### config.mk
export PLATFORM = sky130hd
export DESIGN_NAME = bus_arbiter
export DESIGN_NICKNAME = d
export VERILOG_FILES = /design/src/rtl/bus_arbiter_pkg.sv /design/src/rtl/bus_arbiter.sv
export SDC_FILE = /design/constraint.sdc
export NUM_CORES = 1
export LEC_CHECK = 0
export CAP_MARGIN = 15
export CORE_MARGIN = 8
export CORE_UTILIZATION = 35
export CTS_CLUSTER_DIAMETER = 80
export DETAILED_ROUTE_END_ITERATION = 6
export PLACE_DENSITY_LB_ADDON = 0.05
export SYNTH_ARGS = -nofsm -noshare
export SYNTH_HDL_FRONTEND = slang
export SYNTH_SLANG_ARGS = --single-unit
### constraint.sdc
create_clock -name clk -period 1.54 [get_ports clk]
set_input_delay 0.154 -clock clk [delete_from_list [all_inputs] [get_ports clk]]
set_output_delay 0.154 -clock clk [all_outputs]
set_load 0.02 [all_outputs]
### src/rtl/bus_arbiter_pkg.sv
// Shared encodings and widths for the instruction/data bus arbiter.
package bus_arbiter_pkg;

    localparam int RegBus        = 32;
    localparam int InstAddrBus   = 32;
    localparam int TimeoutCntBus = 8;

    localparam logic ArbRstEnable = 1'b0;

    typedef enum logic [1:0] {
        ArbIdle   = 2'b00,
        ArbGrantI = 2'b01,
        ArbGrantD = 2'b10
    } arb_state_e;

endpackage

### src/rtl/bus_arbiter.sv
// Single-master Wishbone-style bus shared by fetch and data ports: data has
// priority, fetch is forced after MAX_D_BURST back-to-back data grants.
module bus_arbiter
    import bus_arbiter_pkg::*;
#(
    parameter int TIMEOUT     = 255,
    parameter int MAX_D_BURST = 2
) (
    input  logic                   clk,
    input  logic                   rst,
    input  logic                   i_req,
    input  logic [InstAddrBus-1:0] i_addr,
    output logic [RegBus-1:0]      i_rdata,
    output logic                   i_ack,
    input  logic                   d_req,
    input  logic                   d_we,
    input  logic [3:0]             d_sel,
    input  logic [RegBus-1:0]      d_addr,
    input  logic [RegBus-1:0]      d_wdata,
    output logic [RegBus-1:0]      d_rdata,
    output logic                   d_ack,
    output logic                   m_cyc,
    output logic                   m_stb,
    output logic                   m_we,
    output logic [3:0]             m_sel,
    output logic [RegBus-1:0]      m_addr,
    output logic [RegBus-1:0]      m_wdata,
    input  logic [RegBus-1:0]      m_rdata,
    input  logic                   m_ack,
    output logic                   stallreq_o,
    output logic                   bus_err_o
);

    localparam logic [TimeoutCntBus-1:0] TimeoutLast = TimeoutCntBus'(TIMEOUT - 1);
    localparam logic [TimeoutCntBus-1:0] MaxBurst    = TimeoutCntBus'(MAX_D_BURST);

    arb_state_e               state_q, state_d;
    logic [TimeoutCntBus-1:0] tcnt_q, tcnt_d;
    logic [TimeoutCntBus-1:0] dcnt_q, dcnt_d;
    logic                     m_cyc_q, m_cyc_d;
    logic                     m_we_q, m_we_d;
    logic [3:0]               m_sel_q, m_sel_d;
    logic [RegBus-1:0]        m_addr_q, m_addr_d;
    logic [RegBus-1:0]        m_wdata_q, m_wdata_d;
    logic [RegBus-1:0]        i_rdata_q, i_rdata_d;
    logic [RegBus-1:0]        d_rdata_q, d_rdata_d;
    logic                     i_ack_q, i_ack_d;
    logic                     d_ack_q, d_ack_d;
    logic                     bus_err_q, bus_err_d;
    logic                     burst_full;

    assign burst_full = (dcnt_q == MaxBurst);

    always_comb begin
        state_d   = state_q;
        tcnt_d    = '0;
        dcnt_d    = dcnt_q;
        m_cyc_d   = m_cyc_q;
        m_we_d    = m_we_q;
        m_sel_d   = m_sel_q;
        m_addr_d  = m_addr_q;
        m_wdata_d = m_wdata_q;
        i_rdata_d = i_rdata_q;
        d_rdata_d = d_rdata_q;
        i_ack_d   = 1'b0;
        d_ack_d   = 1'b0;
        bus_err_d = 1'b0;
        case (state_q)
            ArbIdle: begin
                if (d_req && !(i_req && burst_full)) begin
                    state_d   = ArbGrantD;
                    // Saturate so a long data-only run cannot wrap the limit check.
                    dcnt_d    = burst_full ? dcnt_q : dcnt_q + 1'b1;
                    m_cyc_d   = 1'b1;
                    m_we_d    = d_we;
                    m_sel_d   = d_sel;
                    m_addr_d  = d_addr;
                    m_wdata_d = d_wdata;
                end else if (i_req) begin
                    state_d   = ArbGrantI;
                    dcnt_d    = '0;
                    m_cyc_d   = 1'b1;
                    m_we_d    = 1'b0;
                    m_sel_d   = 4'b1111;
                    m_addr_d  = i_addr;
                    m_wdata_d = '0;
                end else begin
                    dcnt_d = '0;
                end
            end
            ArbGrantI, ArbGrantD: begin
                tcnt_d = tcnt_q + 1'b1;
                // A real acknowledge takes precedence over an expiring timeout.
                if (m_ack || (tcnt_q == TimeoutLast)) begin
                    state_d   = ArbIdle;
                    tcnt_d    = '0;
                    m_cyc_d   = 1'b0;
                    bus_err_d = !m_ack;
                    if (state_q == ArbGrantI) begin
                        i_ack_d   = 1'b1;
                        i_rdata_d = m_ack ? m_rdata : '0;
                    end else begin
                        d_ack_d   = 1'b1;
                        d_rdata_d = m_ack ? m_rdata : '0;
                    end
                end
            end
            default: state_d = ArbIdle;
        endcase
    end

    always_ff @(posedge clk) begin
        if (rst == ArbRstEnable) begin
            state_q   <= ArbIdle;
            tcnt_q    <= '0;
            dcnt_q    <= '0;
            m_cyc_q   <= 1'b0;
            m_we_q    <= 1'b0;
            m_sel_q   <= '0;
            m_addr_q  <= '0;
            m_wdata_q <= '0;
            i_rdata_q <= '0;
            d_rdata_q <= '0;
            i_ack_q   <= 1'b0;
            d_ack_q   <= 1'b0;
            bus_err_q <= 1'b0;
        end else begin
            state_q   <= state_d;
            tcnt_q    <= tcnt_d;
            dcnt_q    <= dcnt_d;
            m_cyc_q   <= m_cyc_d;
            m_we_q    <= m_we_d;
            m_sel_q   <= m_sel_d;
            m_addr_q  <= m_addr_d;
            m_wdata_q <= m_wdata_d;
            i_rdata_q <= i_rdata_d;
            d_rdata_q <= d_rdata_d;
            i_ack_q   <= i_ack_d;
            d_ack_q   <= d_ack_d;
            bus_err_q <= bus_err_d;
        end
    end

    assign m_cyc      = m_cyc_q;
    assign m_stb      = m_cyc_q;
    assign m_we       = m_we_q;
    assign m_sel      = m_sel_q;
    assign m_addr     = m_addr_q;
    assign m_wdata    = m_wdata_q;
    assign i_rdata    = i_rdata_q;
    assign d_rdata    = d_rdata_q;
    assign i_ack      = i_ack_q;
    assign d_ack      = d_ack_q;
    assign bus_err_o  = bus_err_q;
    assign stallreq_o = rst & ((i_req & ~i_ack_q) | (d_req & ~d_ack_q));

endmodule

======== Word level (Yosys, flattened, before mapping) ========
Cells that the tools add are included.
cells by class
  $add $sub $neg .......................... 2
  $mul .................................... 0
  div/mod/pow operators ................... 0
  order comparisons ....................... 0
  equality and inequality tests ........... 7
  shift-type cells ........................ 0
  multiplexer cells ....................... 21
  bitwise operators ....................... 9
  reductions and logical operators ........ 17
operators with widths
  kind                   count
  $mux W32               5
  $add A8 B1 Y8 const B  2
  $mux W8                2
  $reduce_and A3 Y1      4
  $eq A8 B2 Y1 const B   1
  $eq A8 B8 Y1 const B   1
  $mux W4                2
  $mux W1                7
  $mux W2                3
  $reduce_and A2 Y1      3
  $not A1 Y1             5
  $ne A2 B2 Y1 const B   2
  $pmux W2 S2            1
  $reduce_bool A2 Y1     2
  $and A1 B1 Y1          3
  $ne A3 B3 Y1 const B   1
  $reduce_or A3 Y1       1
  $eq A2 B1 Y1 const B   1
  $eq A2 B2 Y1 const B   1
  $logic_and A1 B1 Y1    2
  $logic_not A1 Y1       2
  $logic_not A2 Y1       1
  $pmux W1 S2            1
  $reduce_or A2 Y1       1
  2 further kinds        2
word-level totals
  flip-flop bits (word level) ............. 155
  latch bits .............................. 0
  bits in writable memories ............... 0
  ROM bits ................................ 0
  output and inout port bits .............. 139
  memories kept ........................... 0

======== Longest topological paths before layout ========
Gate-level depths: netlist (run 1).
  depth after elaboration ................. 6
  mapped depth ............................ 8
  gate-level depth less buffers ........... 6

======== Worst setup path after synthesis (run 1) ========
No wires, ideal clock.
  kind .................................... flip-flop to flip-flop
  start point ............................. reg dcnt_q[0]
  end point ............................... reg m_addr_q[17] (netlist: m_addr[17])
  setup time .............................. 0.074 ns
  arrival time ............................ 1.525 ns
  path slack .............................. -0.059 ns
  stages on the path, launching flop included .. 8
  path buffers ............................ 1
  period minus slack after synthesis ...... 1.599 ns
  cell sequence ........................... dfxtp_1 inv_1 ha_1 nor4b_4 a31oi_2 clkbuf_1 nand2_1 a31oi_1
on the way
  cells in the longest elaborated chain, start to end .. 6
  elaborated cells between the ends (all ways) .. 7
  classes of those cells .................. eq/ne (1); mux (1); reduce/logical (5)
RTL lines
  item                                 line                RTL
  from (decl)                          bus_arbiter.sv:39   logic [TimeoutCntBus-1:0] dcnt_q, dcnt_d;
  from (signal assigned)               bus_arbiter.sv:130  dcnt_q <= dcnt_d;
  $eq A8 B2 Y1 (*)                     bus_arbiter.sv:52   assign burst_full = (dcnt_q == MaxBurst);
  $logic_and A1 B1 Y1 (*)              bus_arbiter.sv:70   if (d_req && !(i_req && burst_full)) begin
  $logic_not A1 Y1 (*)                 bus_arbiter.sv:70
  $logic_and A1 B1 Y1 (*)              bus_arbiter.sv:70
  $reduce_bool A2 Y1 (no source line)  --
  $reduce_and A2 Y1 (no source line)   --
  to (signal assigned)                 bus_arbiter.sv:134  m_addr_q <= m_addr_d;
  to (decl)                            bus_arbiter.sv:43   logic [RegBus-1:0] m_addr_q, m_addr_d;
Every way passes the cells marked *; elsewhere a longest branch is shown, timed or not.
A chain may end at the register's enable or synchronous reset.

======== Worst setup path in the final report (run 1) ========
  start point ............................. reg dcnt_q[0]
  end point ............................... reg m_wdata_q[6] (netlist: m_wdata[6])
on the way
  cells in the longest elaborated chain, start to end .. 6
  elaborated cells between the ends (all ways) .. 7
  classes of those cells .................. eq/ne (1); mux (1); reduce/logical (5)
RTL lines
  item                                 line                RTL
  $eq A8 B2 Y1 (*)                     bus_arbiter.sv:52
  $logic_and A1 B1 Y1 (*)              bus_arbiter.sv:70
  $logic_not A1 Y1 (*)                 bus_arbiter.sv:70
  $logic_and A1 B1 Y1 (*)              bus_arbiter.sv:70
  $reduce_bool A2 Y1 (no source line)  --
  $reduce_and A2 Y1 (no source line)   --
  to (signal assigned)                 bus_arbiter.sv:135  m_wdata_q <= m_wdata_d;
  to (decl)                            bus_arbiter.sv:44   logic [RegBus-1:0] m_wdata_q, m_wdata_d;
Marked as above.

==> results of run 1 <==
==> Yosys cell counts, types with 2 or more instances <==
master,number,area [um^2]
a32o_1,64,641
buf_2,15,75.1
buf_4,2,15.0
buf_1,2,7.51
a21o_1,2,15.0
xor2_1,3,26.3
nor2_1,14,52.6
nand4_1,2,12.5
dfxtp_1,155,3100
o21a_1,2,15.0
or2_2,2,12.5
o22ai_1,5,31.3
nand3_1,44,220
buf_6,4,45.0
o21ai_0,44,220
a41o_1,2,20.0
a21oi_1,5,25.0
xnor2_1,4,35.0
or3_1,2,12.5
ha_1,6,75.1
nor3_1,9,45.0
nand2_1,112,420
a31oi_1,32,200
inv_1,8,30.0
a21boi_0,34,255
and3_1,2,12.5
clkbuf_1,34,128
==> flip-flops by register name, indices dropped and copies added (netlist names), 2 cells and up <==
name	count
m_sel	4
i_rdata	32
tcnt_q	8
m_addr	32
m_wdata	32
d_rdata	32
state_q	2
dcnt_q	8
==> where the power goes <==
group	leakage [nW]	switching (W)	internal, W
clock network	0.267	0.00159	0.00243
registers	1.27	0.000136	0.00430
logic	4.36	0.00140	0.00133
==> worst paths after layout <==
path	cells past startpoint	start	to	slack, ns
hold / removal	3	rst	bus_err_o$_SDFF_PN0_	0.17
hold reg to reg	2	m_wdata[0]$_SDFFE_PN0P_	m_wdata[0]$_SDFFE_PN0P_	0.44
setup reg to reg	9	dcnt_q[0]$_SDFFE_PN0P_	m_wdata[6]$_SDFFE_PN0P_	-0.15
setup / recovery	9	dcnt_q[0]$_SDFFE_PN0P_	m_wdata[6]$_SDFFE_PN0P_	-0.15
==> per-layer routing <==
metal  share of wire  track usage  up-vias
met5               0            0        -
li1                -            -     2918
met2            0.49        0.333      260
met4           0.024       0.0604        0
met1            0.39        0.225     2963
met3           0.094       0.0790       37
==> repair_timing <==
| item | in CTS | in global routing |
|---|---|---|
| pin swaps | 10 | 37 |
| buffers inserted | 2 | 8 |
| endpoints found under the setup margin | 239 | 262 |
| endpoints found under the hold margin | 0 | 0 |
| gates cloned | 1 | 13 |
| resized for setup | 71 | 167 |
==> kinds of logic after synthesis <==
kind of cell | synth area share
AO/OA/AOI/OAI | 0.253
XOR/XNOR | 0.0104
AND/OR/NAND/NOR | 0.147
adder cells (fa/ha/maj) | 0.0127
buffers and inverters | 0.0509
flip-flops | 0.526
==> per-stage QoR <==
step | hold WS, ns | worst slack [ns] | util | TNS (ns) | cells
6_report | 0.170 | -0.149 | 0.644 | -8.22 | 1162
5_1_grt | 0.184 | -0.210 | 0.644 | -16.13 | 1162
3_3_place_gp | 0.446 | -0.287 | 0.557 | -10.91 | 1111
4_1_cts | 0.140 | -0.112 | 0.598 | -5.47 | 1141
3_5_place_dp | 0.453 | -0.274 | 0.557 | -14.13 | 1111
2_1_floorplan | 0.296 | -0.0594 | - | -1.74 | 622
==> worst reg2reg max path: stages, from the launching register on <==
cell and delay [ns]:
dfxtp_2 0.33, inv_2 0.05, ha_4 0.15, nor4b_4 0.12, buf_4 0.16, a31oi_4 0.24, buf_12 0.17, clkbuf_16 0.18
nand3_1 0.09, a21boi_1 0.14
==> area by class of cell <==
type | count | area [um^2]
Fill cell | 1335 | 5890
Timing Repair Buffer | 346 | 3860
Sequential cell | 155 | 3110
Multi-Input combinational cell | 405 | 2790
Clock buffer | 21 | 460
Tap cell | 220 | 275
Clock inverter | 7 | 93.8
Inverter | 8 | 32.5
==> key figures, run 1 <==
Status
  – Status: complete, but fails checks
  – Violated checks: setup timing

Job
  – Maxcap violations: 0

GRT
  – First-pass GRT wire length: 34000 um
  – GRT overflow: 0
  – Pin count of the biggest net entering global routing: 66
  – Tot GR Track Use: 0.198
  – Number of global-route vias before repair: about 6200
  – Initial antenna violation count: 0

CTS
  – H-tree lvl count: 4
  – Latest clock arrival within the worst-skew pair: roughly 0.42 ns
  – Hold_buf cts: 0
  – Clk slew on worst S/H paths: 0.06 ns
  – CTS tree: built
  – Root Buffer Master: clkbuf_16
  – CTS Buf Count: 17
  – Clock sinks: 155
  – Clock tree buffer depth: 2

Synth
  – Number of synthesized flops with an enable pin: 0
  – Predominant post-synthesis flop cell: dfxtp_1
  – FFs w/ async S/R, synth: 0
  – Cell variety after synth: 39
  – Post-synthesis net count: 766
  – Synth Cell Area: slightly below 6000 um^2
  – Yosys reg bits: between 150 and 200
  – Yosys warns: 0
  – Register area share after synthesis: 0.526
  – Syn_area_per_cell: 9.48 um^2
  – Mapped Cells: about 620

Pwr
  – Total power: 0.0112 W
  – VDD IR-drop max: slightly below 0.0008 V
  – Leak Pwr: approximately 6 nW
  – PD cells: 1050 nW/um^2

Floorplanning
  – Die width: about 150 um
  – Die Y: roughly 150 um
  – Total core area: 16500 um^2
  – Full die area: about 21000 um^2
  – I/O pins: between 200 and 300
  – Initial Util: 0.357
  – Row count: 47

Route
  – Total Wirelength: 23800 um
  – 1st-pass router iterations: 5
  – Vias per cell: 5.32
  – Routed vias: 6178
  – WL/cell: 20.5 um
  – Drt initial violations: 247
  – DRC: 0
  – Post-route ant nets: 0

Critical path
  – CP max stage cell: dfxtp_2
  – CP Max Fanout: 13
  – Worst Path Buf+Inv: 4
  – Cell Chain, Critical Path: inv_2, ha_4, nor4b_4, buf_4, a31oi_4, buf_12, clkbuf_16, nand3_1, a21boi_1
  – CP delay by family, top: buffers and inverters
  – CP Class: reg2reg
  – Worst Path Arrival: roughly 2.0 ns
  – Crit-path max cell delay: roughly 0.33 ns
  – Worst Path Required: 1.89 ns
  – Crit path launch type: flop
  – Crit. End Element: flop

Placed design
  – Final HPWL DP: 15100 um
  – Placer Congestion: 0.854
  – Placed cell area: 9210 um^2
  – IO buf count: 276

Final layout
  – Commonest non-fill, non-tap cell in the layout: dfxtp_1
  – Final instance area: 10600 um^2
  – Fraction of layout instances using a drive strength above 1: 0.170
  – Area delta synth->final: 80.4%
  – Most frequent cells in the layout: dfxtp_1 (146), clkdlybuf4s50_1 (140), dlymetal6s2s_1 (118)
  – Inserted Diodes: 0
  – Final nets: 1077

STA
  – Final Hold Vio Count: 0
  – Worst rel slew slack: 0.549
  – Final Slew Violations: 0
  – Min Tclk post-route: approximately 1.7 ns
  – Worst Setup Slack, final: -0.149 ns
  – Worst Max-Slew Pin Slew: 0.676 ns
  – Fin crit share: 1.10
  – RSZ-0062 raised after global routing: true
  – Fmax: about 590 MHz
  – Setup violations, final: 125
  – Clock Skews: 0.00820 ns

Hold path
  – Type of the worst min-delay path: in2reg
(Power assumes the default switching activity.)
==> inputs of run 2 (changes only) <==
HOLD_SLACK_MARGIN = 0.1   (was not set)
==> results of run 2 <==
Final layout, timing and power as in run 1 (identical DEF).
